### config.mk
export PLATFORM = sky130hd
export DESIGN_NAME = layer_phase_sequencer
export DESIGN_NICKNAME = d
export VERILOG_FILES = /design/src/rtl/mito_pkg.sv /design/src/rtl/layer_phase_sequencer_tile_counter.sv /design/src/rtl/layer_phase_sequencer.sv
export SDC_FILE = /design/constraint.sdc
export NUM_CORES = 1
export LEC_CHECK = 0
export CORE_MARGIN = 2
export CORE_UTILIZATION = 49
export CTS_CLUSTER_DIAMETER = 100
export DETAILED_ROUTE_END_ITERATION = 7
export GPL_ROUTABILITY_DRIVEN = 0
export PLACE_DENSITY_LB_ADDON = 0.3
export SLEW_MARGIN = 5
export SYNTH_ARGS = -nofsm -noshare
export SYNTH_HDL_FRONTEND = slang
export SYNTH_SLANG_ARGS = --single-unit
### constraint.sdc
create_clock -name clk -period 1.87 [get_ports clk]
set_input_delay 0.374 -clock clk [delete_from_list [all_inputs] [get_ports clk]]
set_output_delay 0.374 -clock clk [all_outputs]
set_load 0.05 [all_outputs]
### src/rtl/mito_pkg.sv
// Shared MITO definitions: layer codes and phase encodings used by the
// layer controller and the layer phase sequencer.
package mito_pkg;

  localparam logic [1:0] LAYER_NONE = 2'b00;
  localparam logic [1:0] LAYER_CONV = 2'b01;
  localparam logic [1:0] LAYER_POOL = 2'b10;
  localparam logic [1:0] LAYER_FC   = 2'b11;

  typedef enum logic [3:0] {
    PH_IDLE    = 4'b0000,
    PH_READ    = 4'b0100,
    PH_COMP    = 4'b0101,
    PH_WRITE   = 4'b0110,
    PH_INIT    = 4'b0111,
    PH_SUSPEND = 4'b1000,
    PH_FINISH  = 4'b1001
  } phase_t;

  // A layer may start only if it is real and not the one just finished.
  function automatic logic layer_startable(
    input logic [1:0] layer,
    input logic [1:0] done_layer
  );
    return (layer != LAYER_NONE) && (layer != done_layer);
  endfunction

endpackage

### src/rtl/layer_phase_sequencer_tile_counter.sv
// Tile counter: loads zero plus a last-tile index, increments per tile.
// Ports: clk, rst, i_load, i_inc, i_last_idx -> o_idx, o_last.
module tile_counter #(
  parameter int TILE_W = 8
) (
  input  logic              clk,
  input  logic              rst,
  input  logic              i_load,
  input  logic              i_inc,
  input  logic [TILE_W-1:0] i_last_idx,
  output logic [TILE_W-1:0] o_idx,
  output logic              o_last
);

  logic [TILE_W-1:0] r_idx;
  logic [TILE_W-1:0] r_last_idx;

  always_ff @(posedge clk or posedge rst) begin
    if (rst) begin
      r_idx      <= '0;
      r_last_idx <= '0;
    end else if (i_load) begin
      r_idx      <= '0;
      r_last_idx <= i_last_idx;
    end else if (i_inc) begin
      r_idx      <= r_idx + 1'b1;
    end
  end

  assign o_idx  = r_idx;
  assign o_last = (r_idx == r_last_idx);

endmodule

### src/rtl/layer_phase_sequencer.sv
// Per-layer phase engine: INIT, (READ, COMP, WRITE) per tile, FINISH.
// In: clk, rst, layer_type, rd_done, comp_done, wr_done, ofm_full.
// Out: phase, cur_layer, tile_idx, rd_req, comp_start, wr_req,
//      ofm_valid, busy. All outputs come from registered state.
module layer_phase_sequencer
  import mito_pkg::*;
#(
  parameter int TILE_W     = 8,
  parameter int CONV_TILES = 16,
  parameter int POOL_TILES = 4,
  parameter int FC_TILES   = 10
) (
  input  logic              clk,
  input  logic              rst,
  input  logic [1:0]        layer_type,
  input  logic              rd_done,
  input  logic              comp_done,
  input  logic              wr_done,
  input  logic              ofm_full,
  output logic [3:0]        phase,
  output logic [1:0]        cur_layer,
  output logic [TILE_W-1:0] tile_idx,
  output logic              rd_req,
  output logic              comp_start,
  output logic              wr_req,
  output logic              ofm_valid,
  output logic              busy
);

  localparam logic [TILE_W-1:0] CONV_LAST = TILE_W'(CONV_TILES - 1);
  localparam logic [TILE_W-1:0] POOL_LAST = TILE_W'(POOL_TILES - 1);
  localparam logic [TILE_W-1:0] FC_LAST   = TILE_W'(FC_TILES - 1);

  phase_t            r_phase;
  phase_t            w_next;
  logic [1:0]        r_cur_layer;
  logic [1:0]        r_done_layer;
  logic              r_comp_start;
  logic              w_start;
  logic              w_load;
  logic              w_inc;
  logic              w_last;
  logic [TILE_W-1:0] w_idx;
  logic [TILE_W-1:0] w_last_idx;

  assign w_start = (r_phase == PH_IDLE) &&
                   layer_startable(layer_type, r_done_layer);

  always_comb begin
    w_last_idx = CONV_LAST;
    unique case (layer_type)
      LAYER_POOL: w_last_idx = POOL_LAST;
      LAYER_FC:   w_last_idx = FC_LAST;
      default:    w_last_idx = CONV_LAST;
    endcase
  end

  tile_counter #(
    .TILE_W (TILE_W)
  ) u_tile_counter (
    .clk        (clk),
    .rst        (rst),
    .i_load     (w_load),
    .i_inc      (w_inc),
    .i_last_idx (w_last_idx),
    .o_idx      (w_idx),
    .o_last     (w_last)
  );

  always_ff @(posedge clk or posedge rst) begin
    if (rst) r_phase <= PH_IDLE;
    else     r_phase <= w_next;
  end

  always_comb begin
    w_next = r_phase;
    w_load = 1'b0;
    w_inc  = 1'b0;
    unique case (r_phase)
      PH_IDLE: begin
        if (w_start) begin
          w_next = PH_INIT;
          w_load = 1'b1;
        end
      end
      PH_INIT: w_next = PH_READ;
      PH_READ: begin
        if (rd_done) w_next = PH_COMP;
      end
      PH_COMP: begin
        if (comp_done) w_next = PH_WRITE;
      end
      PH_WRITE: begin
        // A full buffer outranks a coincident wr_done.
        if (ofm_full) begin
          w_next = PH_SUSPEND;
        end else if (wr_done) begin
          if (w_last) begin
            w_next = PH_FINISH;
          end else begin
            w_next = PH_READ;
            w_inc  = 1'b1;
          end
        end
      end
      PH_SUSPEND: begin
        if (!ofm_full) w_next = PH_WRITE;
      end
      PH_FINISH: w_next = PH_IDLE;
      default:   w_next = PH_IDLE;
    endcase
  end

  always_ff @(posedge clk or posedge rst) begin
    if (rst) begin
      r_cur_layer  <= LAYER_NONE;
      r_done_layer <= LAYER_NONE;
      r_comp_start <= 1'b0;
    end else begin
      if (w_start) r_cur_layer <= layer_type;
      // Remember the finished layer until the controller moves on,
      // so the stale layer_type cannot relaunch it.
      if (r_phase == PH_FINISH)
        r_done_layer <= r_cur_layer;
      else if (layer_type == LAYER_NONE)
        r_done_layer <= LAYER_NONE;
      // COMP is only entered from READ, so this marks its first cycle.
      r_comp_start <= (r_phase == PH_READ) && rd_done;
    end
  end

  assign phase      = r_phase;
  assign cur_layer  = r_cur_layer;
  assign tile_idx   = w_idx;
  assign rd_req     = (r_phase == PH_READ);
  assign wr_req     = (r_phase == PH_WRITE);
  assign comp_start = r_comp_start;
  assign ofm_valid  = (r_phase == PH_FINISH);
  assign busy       = (r_phase != PH_IDLE);

endmodule

==> results.sh <==
export IMPL_vertical_die_dimension_um=53.3
export IMPL_initial_core_util_pct=52.7
export IMPL_postSynthCellCount=125
export IMPL_synthesis_yosys_warnings=0
export IMPL_final_layout_size_suffix_gt1_share_pct=31.9
export IMPL_critical_path_reg2reg_endpoint="u_tile_counter.o_idx[6]"
export IMPL_ratio_of_total_power_to_cell_area_nw_per_um2=1290
export IMPL_fmax_mhz=553
export IMPL_timing_worst_slew_pin_value_ps=485
export IMPL_post_synth_instance_area_sq_um=1190
export IMPL_tritoncts_num_buffers=3
export IMPL_run_status="complete, no violations"
export IMPL_fin_tns_setup_ps=0
export IMPL_worstRegToRegCells=5
export IMPL_place_hpwl_um=2030
export IMPL_postSynthAreaPerCell_sq_um=9.51
export IMPL_post_route_worst_setup_slack_ps=62.9
export IMPL_seq_power_share_pct=31.3
export IMPL_antenna_violations_before_repair=0
export IMPL_finalHoldViolations=0
export IMPL_synth_most_common_cell="sky130_fd_sc_hd__dfrtp_1"
export IMPL_number_of_global_route_vias_before_repair=1029
export IMPL_ys_top_cells_by_area="sky130_fd_sc_hd__dfrtp_1 (44%), sky130_fd_sc_hd__nor2_1 (4.7%), sky130_fd_sc_hd__o21ai_0 (4.2%), sky130_fd_sc_hd__xnor2_1 (2.9%), sky130_fd_sc_hd__inv_1 (2.5%)"
export IMPL_fin_crit_ps=1810
export IMPL_setup_skew_after_layout_ps=1.63
export IMPL_core_area_sq_um=2250
export IMPL_synth_seq_area_share_pct=44.2
export IMPL_row_count=17
export IMPL_cts_root_buf="sky130_fd_sc_hd__clkbuf_4"
export IMPL_r2r_setup_slack_ps=160
export IMPL_yosys_top_cells_count="sky130_fd_sc_hd__dfrtp_1 (21), sky130_fd_sc_hd__nor2_1 (15), sky130_fd_sc_hd__o21ai_0 (10)"
export IMPL_period_share_pct=96.6
export IMPL_clock_power_share_pct=11.0
export IMPL_top_reg_cell_synth="sky130_fd_sc_hd__dfrtp_1"
export IMPL_hold_class="input pin to async pin"
export IMPL_yosys_area_top_type_share_pct=44.2
export IMPL_unrepaired_setup_endpoints_after_global_routing="no"
export IMPL_leakage_nw=0.701
export IMPL_switching_share_of_power_pct=46.9
export IMPL_number_of_buffers_and_inverters_on_the_critical_path=1
export IMPL_arrival_ps=1430
export IMPL_reg2reg_from="phase[2]"
export IMPL_synth_edff_count=0
export IMPL_global_route_wire_length_before_repair_um=4640
export IMPL_dieArea_sq_um=2840
export IMPL_startpoint_type="register"
export IMPL_boundaryPins=27
export IMPL_syn_num_nets=134
export IMPL_grt_max_degree=17
export IMPL_route_detailed_wl_per_inst_um=14.2
export IMPL_post_dp_cell_area_sq_um=1580
export IMPL_stdcell_area_sq_um=1630
export IMPL_path_delay_family="buffers and inverters"
export IMPL_antenna_diode_count=0
export IMPL_internal_power_mw=1.11
export IMPL_crit_slowest_cell="sky130_fd_sc_hd__clkdlybuf4s50_1"
export IMPL_worstSkewPairLatency_ps=310
export IMPL_total_switching_power_uw=982
export IMPL_clk_pin_slew_worst_paths_ps=120
export IMPL_die_x_um=53.3
export IMPL_tritoncts_clock_tree="built"
export IMPL_final_net_count=173
export IMPL_place_ws_ps=-46.4
export IMPL_count_of_state_elements_after_synthesis=21
export IMPL_critical_path_class="register to output port"
export IMPL_chain_of_cells_forming_the_critical_path="clkdlybuf4s50_1"
export IMPL_critPathMaxFanout=1
export IMPL_power_share_combinational_pct=57.7
export IMPL_tritoncts_num_sinks=21
export IMPL_filler_cell_count=182
export IMPL_via_per_inst=5.64
export IMPL_route_vias_total=1078
export IMPL_buffer_ports_inserted=26
export IMPL_flow_area_growth_from_synthesis_pct=37.1
export IMPL_worst_path_largest_cell_delay_ps=790
export IMPL_cp_data_required_time_ps=1500
export IMPL_globalRouteTotalUtil_pct=22.5
export IMPL_cts_root_to_sink_buffers=2
export IMPL_postRouteAntennaNets=0
export IMPL_synth_largest_area_cell="sky130_fd_sc_hd__dfrtp_1"
export IMPL_worstSetupEndpointType="output port"
export IMPL_power_ir_vdd_worst_v=0.000924
export IMPL_setup_violations_final=0
export IMPL_detail_route_first_pass_iterations=6
export IMPL_grt_ovfl_total=0
export IMPL_cts_htree_levels=1
export IMPL_synthArstFlopShare_pct=100
export IMPL_remaining_drc_errors=0
export IMPL_drv_cap=0
export IMPL_post_synth_num_cell_types=44
export IMPL_postRouteWirelength_um=2720
export IMPL_drtIter0Drc=12
export IMPL_max_slew_margin_pct=67.6
export IMPL_slew_violations=0
## logic make-up after synthesis
kind of cell             after synthesis  share of synthesized area [%]
multiplexers                           3                           2.63
adder cells (fa/ha/maj)                1                           1.05
AND/OR/NAND/NOR                       47                           21.2
flip-flops                            21                           44.2
XOR/XNOR                               7                           5.16
buffers and inverters                 13                           4.95
AO/OA/AOI/OAI                         33                           20.8
## worst max-delay path by stage
stage	startpoint	end	cells past startpoint
2_1_floorplan	phase[0]	u_tile_counter.o_idx[6]	6
3_3_place_gp	layer_type[1]	cur_layer[1]	5
3_5_place_dp	layer_type[0]	phase[1]	7
4_1_cts	phase[3]	rd_req	5
5_1_grt	phase[1]	ofm_valid	3
6_report	comp_start	comp_start	1
## area by class of cell
class	count	area [sq um]	share of cell area [%]
multi-input combinational	91	644	39.6
sequential	21	531	32.6
timing repair buffer	39	363	22.3
tap	28	35.0	2.15
inverter	8	30.0	1.84
clock buffer	4	26.3	1.61
## stage by stage
| step | power, mW | util, % | hold slack [ps] | cells |
|---|---|---|---|---|
| after CTS | 2.06 | 71.4 | 348 | 191 |
| after global routing | 2.21 | 72.3 | 348 | 191 |
| after global placement | 1.80 | 70.0 | 483 | 187 |
| after detailed placement | 1.82 | 70.0 | 480 | 187 |
| final | 2.09 | 72.3 | 338 | 191 |
| after floorplan | 1.41 | - | 350 | 125 |
## timing repair
| action | 4_1_cts | 5_1_grt |
|---|---|---|
| endpoints found under the setup margin | 1 | 3 |
| setup buffers | 0 | 0 |
| resized for setup | 2 | 5 |
| hold buffers | 0 | 0 |
## metal layers
layer  up-vias  GRT usage [%]  part of all wire, %
li1        529              -                    -
met1       518           30.3                   46
met2        27           36.6                   49
met3         4           2.82                  4.2
met4         0           8.55                 0.70
met5         -              0                    0
## layout by cell type, fill, tap and decap left out, types with 2 or more instances in the layout
cell type	synthesis	layout
sky130_fd_sc_hd__buf_4	0	27
sky130_fd_sc_hd__a21oi_1	4	4
sky130_fd_sc_hd__nor2_4	0	3
sky130_fd_sc_hd__nand2_1	8	6
sky130_fd_sc_hd__nor3_1	2	2
sky130_fd_sc_hd__xor2_1	3	3
sky130_fd_sc_hd__dfrtp_1	21	17
sky130_fd_sc_hd__buf_12	0	4
sky130_fd_sc_hd__or3_1	3	3
sky130_fd_sc_hd__clkbuf_4	0	3
sky130_fd_sc_hd__o32ai_1	2	2
sky130_fd_sc_hd__a31oi_1	4	4
sky130_fd_sc_hd__and2_1	2	2
sky130_fd_sc_hd__o21ai_0	10	10
sky130_fd_sc_hd__xnor2_1	4	4
sky130_fd_sc_hd__clkdlybuf4s50_1	0	8
sky130_fd_sc_hd__nand3_1	3	3
sky130_fd_sc_hd__mux2i_1	2	2
sky130_fd_sc_hd__nand4_1	2	2
sky130_fd_sc_hd__nor2_1	15	12
sky130_fd_sc_hd__nand2_2	0	2
sky130_fd_sc_hd__nor4bb_1	2	2
sky130_fd_sc_hd__inv_1	8	8
sky130_fd_sc_hd__dfrtp_2	0	4
## power by group through the flow
stage / Combinational, mW / Clock (mW) / Sequential, mW
6_report: 1.21 / 0.230 / 0.656
5_1_grt: 1.28 / 0.258 / 0.670
4_1_cts: 1.18 / 0.242 / 0.644
3_5_place_dp: 1.17 / 0 / 0.649
3_3_place_gp: 1.15 / 0 / 0.647
2_1_floorplan: 0.578 / 0 / 0.833
## state kept, by name (all words and copies together) (netlist names)
signal / count
r_done_layer: 2
u_tile_counter.r_last_idx: 4
comp_start: 1
u_tile_counter.o_idx: 8
phase: 4
cur_layer: 2
No activity file was read; power rests on OpenSTA's default activity.
